**src/rtl/fpu_pkg.sv**
```systemverilog
// Shared definitions for the FPU issue front end: opcode encoding,
// instruction field layout and helpers that say which fields an opcode reads.
package fpu_pkg;

   typedef enum logic [3:0] {
      OP_NOP   = 4'd0,
      OP_FADD  = 4'd1,
      OP_FSUB  = 4'd2,
      OP_FMUL  = 4'd3,
      OP_LOAD  = 4'd4,
      OP_STORE = 4'd5
   } fpu_op_e;

   localparam int OPC_LSB = 28;
   localparam int RD_LSB  = 24;
   localparam int RS1_LSB = 20;
   localparam int RS2_LSB = 16;
   localparam int IMM_LSB = 0;

   // The single reserved bit above each register field keeps the word at 32 bits.
   typedef struct packed {
      logic [3:0]  opcode;
      logic        rsvd0;
      logic [2:0]  rd;
      logic        rsvd1;
      logic [2:0]  rs1;
      logic        rsvd2;
      logic [2:0]  rs2;
      logic [15:0] imm;
   } fpu_instr_t;

   function automatic logic op_legal(input logic [3:0] op);
      return op <= OP_STORE;
   endfunction

   function automatic logic uses_rd(input logic [3:0] op);
      return (op == OP_FADD) || (op == OP_FSUB) || (op == OP_FMUL) || (op == OP_LOAD);
   endfunction

   function automatic logic uses_rs1(input logic [3:0] op);
      return (op == OP_FADD) || (op == OP_FSUB) || (op == OP_FMUL) || (op == OP_STORE);
   endfunction

   function automatic logic uses_rs2(input logic [3:0] op);
      return (op == OP_FADD) || (op == OP_FSUB) || (op == OP_FMUL);
   endfunction

endpackage

```
**src/rtl/fpu_sync_fifo.sv**
```systemverilog
// Small synchronous FIFO. The pointers carry an extra wrap bit so that
// full and empty can be told apart and the fill level is a plain subtraction.
module fpu_sync_fifo #(
   parameter int DEPTH = 4,
   parameter int WIDTH = 32
) (
   input  logic                     clk_i,
   input  logic                     rst_ni,
   input  logic                     push_i,
   input  logic [WIDTH-1:0]         data_i,
   input  logic                     pop_i,
   output logic [WIDTH-1:0]         data_o,
   output logic                     full_o,
   output logic                     empty_o,
   output logic [$clog2(DEPTH):0]   count_o
);

   localparam int AW = $clog2(DEPTH);
   localparam logic [AW:0] PTR_ONE = 1;

   logic [WIDTH-1:0] mem_q [DEPTH];
   logic [AW:0]      wrPtr_q, wrPtr_d;
   logic [AW:0]      rdPtr_q, rdPtr_d;
   logic             doPush, doPop;

   assign full_o  = (wrPtr_q[AW] != rdPtr_q[AW]) && (wrPtr_q[AW-1:0] == rdPtr_q[AW-1:0]);
   assign empty_o = (wrPtr_q == rdPtr_q);
   assign count_o = wrPtr_q - rdPtr_q;
   assign doPush  = push_i && !full_o;
   assign doPop   = pop_i && !empty_o;
   assign data_o  = mem_q[rdPtr_q[AW-1:0]];

   // Each pointer advances by one on its own operation; both may move in one cycle.
   always_comb begin
      wrPtr_d = doPush ? (wrPtr_q + PTR_ONE) : wrPtr_q;
      rdPtr_d = doPop  ? (rdPtr_q + PTR_ONE) : rdPtr_q;
   end

   // Pointer registers; reset empties the queue without touching storage.
   always_ff @(posedge clk_i or negedge rst_ni) begin
      if (!rst_ni) begin
         wrPtr_q <= '0;
         rdPtr_q <= '0;
      end else begin
         wrPtr_q <= wrPtr_d;
         rdPtr_q <= rdPtr_d;
      end
   end

   // Storage write at the tail slot.
   always_ff @(posedge clk_i) begin
      if (doPush) begin
         mem_q[wrPtr_q[AW-1:0]] <= data_i;
      end
   end

endmodule

```
**src/rtl/fpu_issue_queue.sv**
```systemverilog
// FPU issue front end: buffers host instructions, drops illegal ones at the
// head, stalls on register hazards and issues strictly in order.
module fpu_issue_queue
   import fpu_pkg::*;
#(
   parameter int DEPTH = 4,
   parameter int NREG  = 5
) (
   input  logic                     clk,
   input  logic                     rst_n,
   input  logic                     host_valid,
   input  logic [31:0]              host_instr,
   output logic                     host_ready,
   output logic [31:0]              instructions,
   output logic                     issue_valid,
   input  logic                     fpu_ready,
   input  logic                     wb_valid,
   input  logic [2:0]               wb_rd,
   output logic                     err_illegal,
   output logic [$clog2(DEPTH):0]   occupancy
);

   localparam logic [3:0] NREG_W = 4'(NREG);

   logic [31:0]     headRaw;
   fpu_instr_t      head;
   logic            fifoFull, fifoEmpty;
   logic            pushEn, popEn, issueFire;
   logic            headIllegal, headHazard;
   logic [7:0]      busyAll;
   logic [NREG-1:0] busy_q, busy_d;

   fpu_sync_fifo #(
      .DEPTH (DEPTH),
      .WIDTH (32)
   ) u_fifo (
      .clk_i   (clk),
      .rst_ni  (rst_n),
      .push_i  (pushEn),
      .data_i  (host_instr),
      .pop_i   (popEn),
      .data_o  (headRaw),
      .full_o  (fifoFull),
      .empty_o (fifoEmpty),
      .count_o (occupancy)
   );

   assign head         = fpu_instr_t'(headRaw);
   assign host_ready   = !fifoFull;
   assign pushEn       = host_valid && !fifoFull;
   assign issue_valid  = !fifoEmpty && !headIllegal && !headHazard;
   assign err_illegal  = !fifoEmpty && headIllegal;
   assign issueFire    = issue_valid && fpu_ready;
   assign popEn        = issueFire || err_illegal;
   assign instructions = issue_valid ? head : '0;

   // Classify the head from registered state only; same-cycle writebacks are not bypassed.
   always_comb begin
      busyAll            = '0;
      busyAll[NREG-1:0]  = busy_q;
      headIllegal        = !op_legal(head.opcode);
      if (uses_rd(head.opcode)  && ({1'b0, head.rd}  >= NREG_W)) headIllegal = 1'b1;
      if (uses_rs1(head.opcode) && ({1'b0, head.rs1} >= NREG_W)) headIllegal = 1'b1;
      if (uses_rs2(head.opcode) && ({1'b0, head.rs2} >= NREG_W)) headIllegal = 1'b1;
      headHazard = (uses_rd(head.opcode)  && busyAll[head.rd])  ||
                   (uses_rs1(head.opcode) && busyAll[head.rs1]) ||
                   (uses_rs2(head.opcode) && busyAll[head.rs2]);
   end

   // Scoreboard update: writeback clears, an issued writer sets its destination.
   always_comb begin
      busy_d = busy_q;
      for (int r = 0; r < NREG; r++) begin
         if (wb_valid && (wb_rd == 3'(r))) begin
            busy_d[r] = 1'b0;
         end
         if (issueFire && uses_rd(head.opcode) && (head.rd == 3'(r))) begin
            busy_d[r] = 1'b1;
         end
      end
   end

   // Scoreboard register; reset forgets everything in flight.
   always_ff @(posedge clk or negedge rst_n) begin
      if (!rst_n) begin
         busy_q <= '0;
      end else begin
         busy_q <= busy_d;
      end
   end

endmodule

```
**config.mk**
```make
export PLATFORM = sky130hd
export DESIGN_NAME = fpu_issue_queue
export DESIGN_NICKNAME = d
export VERILOG_FILES = /design/src/rtl/fpu_pkg.sv /design/src/rtl/fpu_sync_fifo.sv /design/src/rtl/fpu_issue_queue.sv
export SDC_FILE = /design/constraint.sdc
export NUM_CORES = 1
export LEC_CHECK = 0
export ABC_CLOCK_PERIOD_IN_PS = 6070
export CORE_MARGIN = 3
export CORE_UTILIZATION = 59
export CTS_CLUSTER_DIAMETER = 120
export DETAILED_ROUTE_END_ITERATION = 12
export HOLD_SLACK_MARGIN = 0.08
export PLACE_DENSITY_LB_ADDON = 0.2
export SYNTH_ARGS = -nofsm -noshare
export SYNTH_HDL_FRONTEND = slang
export SYNTH_SLANG_ARGS = --single-unit
```
**constraint.sdc**
```tcl
create_clock -name clk -period 6.07 [get_ports clk]
set_input_delay 1.214 -clock clk [delete_from_list [all_inputs] [get_ports clk]]
set_output_delay 1.214 -clock clk [all_outputs]
set_load 0.005 [all_outputs]
```
# Word level (Yosys, flattened, before mapping)
# Memory sizes are Yosys's and may differ from the RTL's.
# Index checks and enable logic that the tools add are counted.
[totals]
out_inout_bits = 38
ram_bits = 128
input_bits = 40
memories = 1
ff_bits = 11
[mem_list]
columns = ["name", "depth", "width", "read_ports", "rd_clocked_by_memory_dff", "write_ports", "line_no", "text"]
rows = [
  ["u_fifo.mem_q", 4, 32, 1, 0, 1, "fpu_sync_fifo.sv:21", "logic [WIDTH-1:0] mem_q [DEPTH];"],
]
[classes]
n_reduce_logical = 44
n_mux = 22
addsub = 3
magnitude_cmp = 7
n_eq_ne = 16
[ops]
columns = ["cell", "n"]
rows = [
  ["32-bit 2-to-1 mux", 1],
  ["1-bit logical AND", 25],
  ["1-bit 2-to-1 mux", 18],
  ["3-bit by 2-bit == test with 1-bit output (second input constant)", 4],
  ["3-bit by 4-bit < comparator with 1-bit output (second input constant)", 3],
  ["2-bit nonzero test", 5],
  ["1-bit binary-select mux with 3-bit select", 3],
  ["3-bit >= comparator (second input constant)", 3],
  ["4-bit by 2-bit == test with 1-bit output (second input constant)", 2],
  ["4-bit by 3-bit == test with 1-bit output (second input constant)", 2],
  ["1-bit logical OR", 7],
  ["3-bit by 1-bit adder with 3-bit output (second input constant)", 2],
  ["3-bit by 1-bit == test with 1-bit output (second input constant)", 2],
  ["3-bit == test (second input constant)", 2],
  ["3-bit logical NOT", 2],
  ["1-bit logical NOT", 5],
  ["4-bit by 1-bit == test with 1-bit output (second input constant)", 1],
  ["4-bit by 3-bit less-or-equal comparator with 1-bit output (second input constant)", 1],
  ["3-bit == test", 1],
  ["3-bit subtractor", 1],
  ["2-bit == test", 1],
  ["1-bit inequality test", 1],
]

# Depth between registers and ports, before layout
# Gate-level depths: netlist (run 1).
# An unclocked memory read counts as a cell.
[depth]
word_depth = 16
ltp_mapped = 11
depth_no_buf = 7

# Modules after synthesis
# Synthesis (run 1) repeated with hierarchy kept, for this count alone.
[hier_totals]
cells_unflattened = 317
area_unflattened_um2 = 5893.2
[modules_own_cells]
columns = ["module", "cells_each", "instances", "seq_area_each_um2", "area_per_inst_um2"]
rows = [
  ["fpu_sync_fifo", 213, 1, 3993.8, 5079.9],
  ["fpu_issue_queue", 104, 1, 125.1, 813.3],
]

# Least setup slack after synthesis (run 1)
# Ideal clock, no wire load.
[synth_path]
kind = "register -> output"
start = "register u_fifo.rdPtr_q[0]"
end = "output instructions[19]"
arrival_time_ns = 2.526
slack_ns = 2.330
stages_incl_launch_ff = 12
path_buffers = 4
t_required_ns = 4.856
cell_sequence = "dfrtp_1 -> buf_6 -> buf_8 -> mux4_2 -> clkinv_1 -> a21oi_2 -> a221oi_2 -> nand2_1 -> or3_1 -> buf_6 -> buf_8 -> and2b_2"
[synth_via]
elab_chain_cells = 13
elab_cells_between_ends = 39
cone_classes = "order compare (4); eq/ne (6); mux (10); reduce/logical (18); memory (1)"
[synth_lines]
columns = ["element", "line_no", "text"]
rows = [
  ["from (decl)", "fpu_sync_fifo.sv:23", "logic [AW:0] rdPtr_q, rdPtr_d;"],
  ["from (signal assigned)", "fpu_sync_fifo.sv:46", "rdPtr_q <= rdPtr_d;"],
  ["memory 4 x 32 bit", "n/a", ""],
  ["4-bit by 1-bit == test with 1-bit output or 4-bit by 2-bit == test with 1-bit output (tied branches)", "fpu_pkg.sv:37, fpu_pkg.sv:41, fpu_pkg.sv:45", ""],
  ["1-bit logical OR (2 in series)", "fpu_pkg.sv:37, fpu_pkg.sv:41, fpu_pkg.sv:45", ""],
  ["1-bit logical OR", "fpu_pkg.sv:37", "return (op == OP_FADD) || (op == OP_FSUB) || (op == OP_FMUL) || (op == OP_LOAD);"],
  ["1-bit logical AND", "fpu_issue_queue.sv:62", "if (uses_rd(head.opcode) && ({1'b0, head.rd} >= NREG_W)) headIllegal = 1'b1;"],
  ["1-bit 2-to-1 mux", "fpu_issue_queue.sv:62", ""],
  ["1-bit 2-to-1 mux", "fpu_issue_queue.sv:63", "if (uses_rs1(head.opcode) && ({1'b0, head.rs1} >= NREG_W)) headIllegal = 1'b1;"],
  ["1-bit 2-to-1 mux", "fpu_issue_queue.sv:64", "if (uses_rs2(head.opcode) && ({1'b0, head.rs2} >= NREG_W)) headIllegal = 1'b1;"],
  ["1-bit logical NOT", "fpu_issue_queue.sv:51", "assign issue_valid = !fifoEmpty && !headIllegal && !headHazard;"],
  ["1-bit logical AND (2 in series)", "fpu_issue_queue.sv:51", ""],
  ["32-bit 2-to-1 mux *", "fpu_issue_queue.sv:55", "assign instructions = issue_valid ? head : '0;"],
  ["to (decl)", "fpu_issue_queue.sv:14", "output logic [31:0] instructions,"],
]
# Every way passes the cells marked *; elsewhere a longest branch is shown, timed or not. The select of a mux whose other input is x is not followed.

# Final worst setup path (run 1)
[layout_path]
start = "register u_fifo.rdPtr_q[0]"
end = "output instructions[2]"
# Same word-level chain as after synthesis.

==> results.txt, run 1 <==
The flow ran to the end, and the final reports show no timing, DRC or antenna violations. The max-slew headroom at the worst pin is 0.3733. The buffer cell driving the clock tree root is clkbuf_8. The async set-reset flop share out of synthesis was 0.07914. The repair_antennas step left the layout with diodes totalling 0. TritonCTS created 17 clock buffers.

For the number of buffers on the longest clock path, the log shows 2. The most common cell in the netlist was edfxtp_1. For the max-cap violation count, the log shows 0. The critical path goes through mux4_1 > xnor2_1 > a221oi_2 > nand2_1 > or3_1 > buf_4 > and2b_2 > clkdlybuf4s50_1. During placement, the flow inserted port buffers numbering 76. The final max-slew violation count was 0; the wire length of the first global-routing pass was 18.78 mm. The initial antenna violation count is 0, and the peak fanout along the critical path is 37. Final cycle utilization of the critical path: 0.9086.

In this run, synthesis produced a sequential element count of 139. At the end of routability-driven placement, the weighted congestion stood at 0.8816. Post-synthesis compound-gate area fraction: 0.02659. Library cell with the largest summed area after synthesis: edfxtp_1.

The post-CTS clock slew at the launch and capture registers of the worst setup and hold paths was 0.06 ns. In this run the vertical extent of the chip is 105.8 um. The worst vdd rail ir drop is 0.2600 mV.

The number of different library cells used by synthesis comes to 47. In the synthesized netlist, the cells that appear most often are edfxtp_1 (128), mux4_2 (28), inv_1 (21), nor2_1 (19), nor2b_1 (14). The count of nets left with antenna violations after detail routing was 0; the overall routed net length was 11.94 mm. The global-route usage over all layers is 0.2286, and the number of vias per cell after detailed routing is 5.931.

Yosys mapped a number of flops with a built-in enable equal to 128. The share of the synthesized area in the top cell type was 0.6535; the delay contributed by the slowest stage of the critical path was 0.94 ns. In this run the power density over the cells is 557.2 nW/um2.

Setup violations remaining at the end of the flow were counted as 0. The combined buffer and inverter count along the critical path is 2. The slowest stage of the critical path is the dfrtp_2 cell.

The sequential cell area fraction in the yosys report came out at 0.7003. For the number of clock sinks seen by CTS, the log shows 139. Per-instance average area after synthesis: 18.21 um2.

Detailed placement finished with a half-perimeter wire length of 6.603 mm. The first detailed-routing pass ran for 5 iterations. The clock arrives with 0.007458 ns of skew. The logs give 5882 um2 for the cell area after synthesis and 4.86 ns for the required time of the critical path.

The number of placed I/O pins is 78, and the post-cts gate resize count is 0. TritonCTS built the clock tree. Entering global routing, the biggest net connects 38 pins. For this run, the number of Yosys warnings is 0. Compared with the post-synthesis result, the final layout area differs by 24.02%. The measured slew at the worst slew-check pin works out to 0.9400 ns.

The floorplan has 35 rows. Counting I/O delays and the setup requirement, the final critical path takes 5.515 ns. The width of the die works out to 105.8 um. The largest delay contributor family on the critical path was flip-flops.

Kind of critical path: flip-flop to primary output. The tools report the via count of the first global-routing pass as 3,374. After routing, the total negative slack on setup checks comes to 0 ns. In the routed design, unresolved DRC markers number 0. Among all flip-flop cells after synthesis, the most frequent one is edfxtp_1.

The logs give 455 for the final net count and 0 for the total setup buffers inserted after CTS. Mux cell area share after synthesis: 0.1415. Setup repair after global routing left no endpoint under its margin.

Routed wirelength normalized by instance count: 21.76 um. The first routing iteration left 318 violations. The fill cell total of the finished layout came out at 579. The proportion of layout cells with a drive suffix above 1 works out to 0.1833. For the net count after synthesis, the log shows 371.

The floorplan step defined a core boundary enclosing 9459 um2. The H-tree was split into 4 levels. The path type of the worst min-delay path was flip-flop to flip-flop. The run gives 1.148 ns as the worst setup timing slack at the placement stage. For the leakage power summed over all cells, the log shows 2.532 nW. The area fraction in and, or, nand and nor cells after synthesis was 0.06743. Hold buffer count at CTS: 0. STA classifies the critical path startpoint as a flip-flop. The final count of hold timing violations came out at 0.

Yosys attributes the largest share of cell area to edfxtp_1 (65%), mux4_2 (11%), dfrtp_1 (4.7%). Across all setup checks in the final design, the least slack found is 0.5548 ns. After global routing the overflow that remains totals 0. The effective utilization at floorplan was 0.6218; the critical path arrival was 4.30 ns. The share of the synthesized netlist area taken by xor and xnor gates was 0.01042; the die area was 11,200 um2. Clock latency on the worst-skew pair, taken at its later pin, is 0.51 ns. By area, the combinational part of the netlist is dominated by multiplexers. Static timing analysis puts the maximum clock frequency at 0.1813 GHz. The adder-cell share of the synthesized area was 0.01829; the post-synthesis instance total was 323. Category of the worst setup path capture point: a primary output. The run gives 3,256 as the via count.
[per-stage QoR]
| step | instances | total power, mW | cell area, um2 | utilization | hold WS [ns] |
|---|---|---|---|---|---|
| 2_1_floorplan | 323 | 2.429 | 5882 | - | 0.4617 |
| 3_3_place_gp | 517 | 2.992 | 6704 | 0.7087 | 0.4775 |
| 3_5_place_dp | 517 | 3.036 | 6704 | 0.7087 | 0.4804 |
| 4_1_cts | 549 | 4.093 | 7295 | 0.7712 | 0.4922 |
| 5_1_grt | 549 | 4.277 | 7295 | 0.7712 | 0.5060 |
| 6_report | 549 | 4.064 | 7295 | 0.7712 | 0.4881 |
[placed cells by master, fill, tap and decap left out, types with 4 or more instances in the layout]
cell	Yosys	routed
clkdlybuf4s50_1	0	76
and2b_2	5	5
o21ai_0	6	6
mux4_2	28	28
nand2_1	9	9
nor2b_1	14	14
nand3_1	8	8
ha_1	7	7
mux4_1	4	4
inv_1	21	21
nor2_1	19	19
and3_2	0	4
xnor2_1	5	5
nand3b_1	4	4
clkbuf_16	0	16
dfrtp_1	11	9
mux2i_1	6	6
clkinvlp_4	0	6
edfxtp_1	128	128
[layer usage]
layer	global-route usage	vias to the layer above	routed length, um
met4	0.08603	0	197
li1	-	1431	-
met5	0	-	0
met1	0.2927	1667	4859
met3	0.05511	17	724
met2	0.3830	141	6161
[cells by family (layout without fill, tap and decap cells)]
family | after synthesis | count (layout)
buf+inv | 35 | 132
flops | 139 | 139
other cells | 1 | 1
fa+ha+maj | 8 | 8
xor+xnor | 7 | 7
mux | 40 | 40
simple gates | 72 | 72
compound gates | 21 | 21
[sequential cells by signal, summed over array words and instances, names as in the netlist]
name and cells:
u_fifo.wrPtr_q 3, u_fifo.mem_q 128, busy_q 5, u_fifo.rdPtr_q 3
[worst reg2reg max path, stage by stage, from the launching register on]
cell and delay, ns:
dfrtp_2 0.94, mux4_1 0.79, xnor2_1 0.26, a221oi_2 0.35, nand2_1 0.07, or3_1 0.31
buf_4 0.28, o41ai_1 0.37
[final cells by class]
cell class | count | area [um2] | share of cell area
Sequential cell | 139 | 4121 | 0.5650
Inverter | 22 | 82.58 | 0.01132
Clock inverter | 13 | 168.9 | 0.02316
Clock buffer | 19 | 421.7 | 0.05780
Tap cell | 129 | 161.4 | 0.02213
Multi-Input combinational cell | 149 | 1563 | 0.2142
Timing Repair Buffer | 78 | 775.7 | 0.1063
[worst paths after layout]
check | startpoint | end | slack [ns] | depth (start not counted)
min in group asynchronous | rst_n | busy_q[1] | 1.05 | 1
min | u_fifo.wrPtr_q[2] | u_fifo.wrPtr_q[2] | 0.49 | 1
max | u_fifo.rdPtr_q[0] | instructions[2] | 0.55 | 8
max in group asynchronous | rst_n | u_fifo.rdPtr_q[1] | 4.65 | 1
max reg2reg | u_fifo.rdPtr_q[0] | busy_q[4] | 2.59 | 7
min reg2reg | u_fifo.wrPtr_q[2] | u_fifo.wrPtr_q[2] | 0.49 | 1
[where the power goes]
| part | switching, mW | internal (mW) | total, mW |
|---|---|---|---|
| registers | 0.184 | 1.31 | 1.49 |
| logic | 0.734 | 0.816 | 1.55 |
| clock network | 0.391 | 0.629 | 1.02 |
(Power assumes the default switching activity.)
==> run 2, diff against run 1 <==
- CORE_ASPECT_RATIO: unset -> 1.5
==> run 2 against run 1 <==
Critical path depth increased by 1. Hold slack worse by 0.0022 ns. Routed wire length fell by 7.7%. Combinational power rose by 3%. Cell count is 2.2% lower. Sequential share of layout area shrank 0.15 points. Sequential cell count unchanged. Via count shrank 3.9%. First-iteration DRC count fell by 37%. Register-to-register slack got worse by 0.11 ns. Non-clock buffer count rose by 3. Largest cell class unchanged.
==> results.txt, run 2 (same netlist as run 1, synthesis figures left out) <==
The tools report the worst vdd rail ir drop as 0.3921 mV (+51%). The tools report the clock insertion delay at the later pin of the skew report as 0.41 ns (-0.10 ns). For the final count of hold timing violations, the log shows 0 (unchanged). The width of the die was 87.53 um (-17%). The run gives 458 (+0.66%) as the final net count. The fmax came out at 0.1829 GHz (+0.88%). The switching fraction of total power was 0.3075 (-0.01447); the number of core rows was 44 (+26%). The hold buffer count at CTS came out at 0 (unchanged).

The time the worst path needs with I/O delays and setup was 5.467 ns (-0.04797 ns). The proportion of layout cells with a drive suffix above 1 was 0.1848 (+0.001501); the via count of the first global-routing pass was 3,434 (+1.8%). The final cycle utilization of the critical path is 0.9007 (-0.007902).

In this run the worst hold path is classified as flip-flop to flip-flop. Setup repair after global routing left no endpoint under its margin. STA classifies the critical path startpoint as a flip-flop. The met2 layer wire length in the routed design came out at 6.085 mm (-1.2%). The clock tree skew after final layout is 0.01086 ns (+0.003402 ns).

The count of buffers from port buffering works out to 76 (unchanged). The multi-input combinational cell area was 1563 um2 (unchanged); the height of the chip was 128.3 um (+21%). The flow ran to the end, and the final reports show no timing, DRC or antenna violations. The final number of setup-violating endpoints was 0 (unchanged); the area taken by flip-flops and latches was 4120 um2 (about the same). The post-cts gate resize count is 0 (unchanged), and the peak fanout along the critical path is 24 (-35%). The detailed router used layers up to and including met4. The routed metal-1 wire length came out at 4.216 mm (-13%).

The post-detailed-placement half-perimeter wirelength was 7.167 mm (+8.5%). The run gives 200 (-37%) as the starting DRC count in detailed routing. The sum of overflow across all layers after global routing is 0 (unchanged), and the TritonCTS buffer count is 17 (unchanged). The tools report the total setup buffers inserted after CTS as 0 (unchanged). The run gives 0.8933 (+1.3%) as the placer's final routability congestion estimate. The run gives 0.6028 ns (+0.04797 ns) as the least setup slack across all paths after layout. The hold slack was 0.4860 ns (-0.002173 ns); the effective utilization at floorplan was 0.6071 (-0.01477). The measured slew at the worst slew-check pin came out at 0.8894 ns (-0.05063 ns). The count of antenna diodes in the layout was 0 (unchanged).

Number of vias per cell after detailed routing: 5.825 (-1.8%). The category of the worst setup path capture point was a primary output. From synthesis to final layout, the design area changed by 24.31%. Leaving out fill and tap cells, the most frequent cell in the layout is edfxtp_1.

Kind of critical path: flip-flop to primary output. Total internal power: 2.819 mW (+2.3%). The logs give 4.25 ns (-0.05 ns) for the critical path arrival and 11.02 mm (-7.7%) for the overall routed net length. The number of buffers on the longest clock path was 2 (unchanged); the worst setup timing slack at the placement stage was 0.9788 ns (-0.1694 ns). The delay contributed by the slowest stage of the critical path came out at 0.92 ns (-0.02 ns). The logic depth of the worst register-to-register path is 8 (+1), and the flip-flop count of the largest register, all copies and words added is 128 (unchanged). The logs give 1.252 mW (-4.3%) for the net switching component of the power and 0 (unchanged) for the max-cap violation count. The die area is 11,230 um2 (+0.22%).

The number of placed I/O pins was 78 (unchanged); the leakage power summed over all cells was 2.569 nW (+1.4%). The power density over the cells was 556.8 nW/um2 (about the same); the count of nets left with antenna violations after detail routing was 0 (unchanged). The tools report the via count as 3,128 (-3.9%). The max-slew headroom at the worst pin is 0.4071 (+0.03375). The routed wirelength normalized by instance count is 20.53 um (-5.6%). The share of power burned in registers was 0.353 (-0.015). For the combinational share of power, the log shows 0.391 (+0.010).

TritonCTS built the clock tree. The logs give 4.86 ns (about the same) for the required time of the critical path and 4 (unchanged) for the depth of the CTS H-tree. The tools report the worst reg-to-reg setup slack as 2.48 ns (-0.11 ns). Final max-slew violation count: 0 (unchanged). Initial antenna violation count: 0 (unchanged).

For the maximum number of pins on one net before global-route repair, the log shows 34 (-11%). Cell at the slowest stage of the critical path: dfrtp_1. The tools report the DRC violation count after routing as 0 (unchanged).

The post-CTS clock slew at the launch and capture registers of the worst setup and hold paths is 0.06 ns (about the same), and the wire length of the first global-routing pass is 17.94 mm (-4.5%). The fill cell total of the finished layout was 555 (-4.1%). The library cells used most frequently in the layout, excluding fill and tap cells, are edfxtp_1 (128), clkdlybuf4s50_1 (76), mux4_2 (28), inv_1 (21), nor2_1 (19).

The first-pass iteration count of the detailed router is 4 (-1), and the cell depth of the worst min-delay path is 1 (unchanged). The buffer cell driving the clock tree root is clkbuf_16. The global-route usage over all layers was 0.2209 (-0.007718); the fraction of power consumed by the clock network was 0.256 (+0.005).

The amount of wire on met3 after detailed routing is 518 um (-28%). The run gives 139 (unchanged) as the number of clock sinks seen by CTS. Walking the worst path, the cells encountered are mux4_2 > mux2i_1 > nor3_1 > a311oi_1 > o41ai_1 > or3_1 > buf_4 > and2b_2 > clkdlybuf4s50_1. The core area is 9689 um2 (+2.4%), and the aggregate negative setup slack is 0 ns (unchanged).
run 2: power groups by stage:
stage / combinational (mW) / clock, mW / sequential, mW
finish: 1.59 / 1.04 / 1.44
CTS: 1.62 / 1.06 / 1.44
floorplan: 1.05 / 0 / 1.38
global route: 1.74 / 1.10 / 1.47
global placement: 1.57 / 0 / 1.45
detailed placement: 1.59 / 0 / 1.46
run 2: layer usage:
metal	global-route usage	vias to the layer above
met5	0	-
met4	0.08762	0
met3	0.05852	18
met2	0.3788	97
met1	0.2627	1582
li1	-	1431
run 2: final timing paths:
path,from,to
worst max-delay path,u_fifo.rdPtr_q[1],instructions[19]
worst min-delay path,u_fifo.wrPtr_q[2],u_fifo.wrPtr_q[2]
worst max register to register,u_fifo.rdPtr_q[1],busy_q[4]
worst min register to register,u_fifo.wrPtr_q[2],u_fifo.wrPtr_q[2]
max in group asynchronous,rst_n,u_fifo.rdPtr_q[0]
min in group asynchronous,rst_n,busy_q[3]
run 2: worst max-delay path, delay by kind of cell (launching register included):
| kind | cells | cell delay, ns |
|---|---|---|
| AO/OA/AOI/OAI | 2 | 0.52 |
| AND/OR/NAND/NOR | 3 | 0.95 |
| buffers and inverters | 2 | 0.80 |
| multiplexers | 2 | 0.63 |
| flip-flops | 1 | 0.92 |
run 2: layout make-up:
type                            count  share of cell area
Sequential cell                   139              0.5635
Inverter                           22             0.01129
Multi-Input combinational cell    149              0.2137
Clock buffer                       18             0.05869
Timing Repair Buffer               81              0.1092
Clock inverter                     13             0.02396
Tap cell                          115             0.01968
run 2: per-stage QoR:
step / util / std cells / cell area [um2] / power (mW)
finish: 0.7546 / 537 / 7312 / 4.071
global route: 0.7546 / 537 / 7312 / 4.303
CTS: 0.7546 / 537 / 7312 / 4.116
detailed placement: 0.6923 / 506 / 6708 / 3.051
global placement: 0.6923 / 506 / 6708 / 3.017
floorplan: - / 323 / 5882 / 2.429
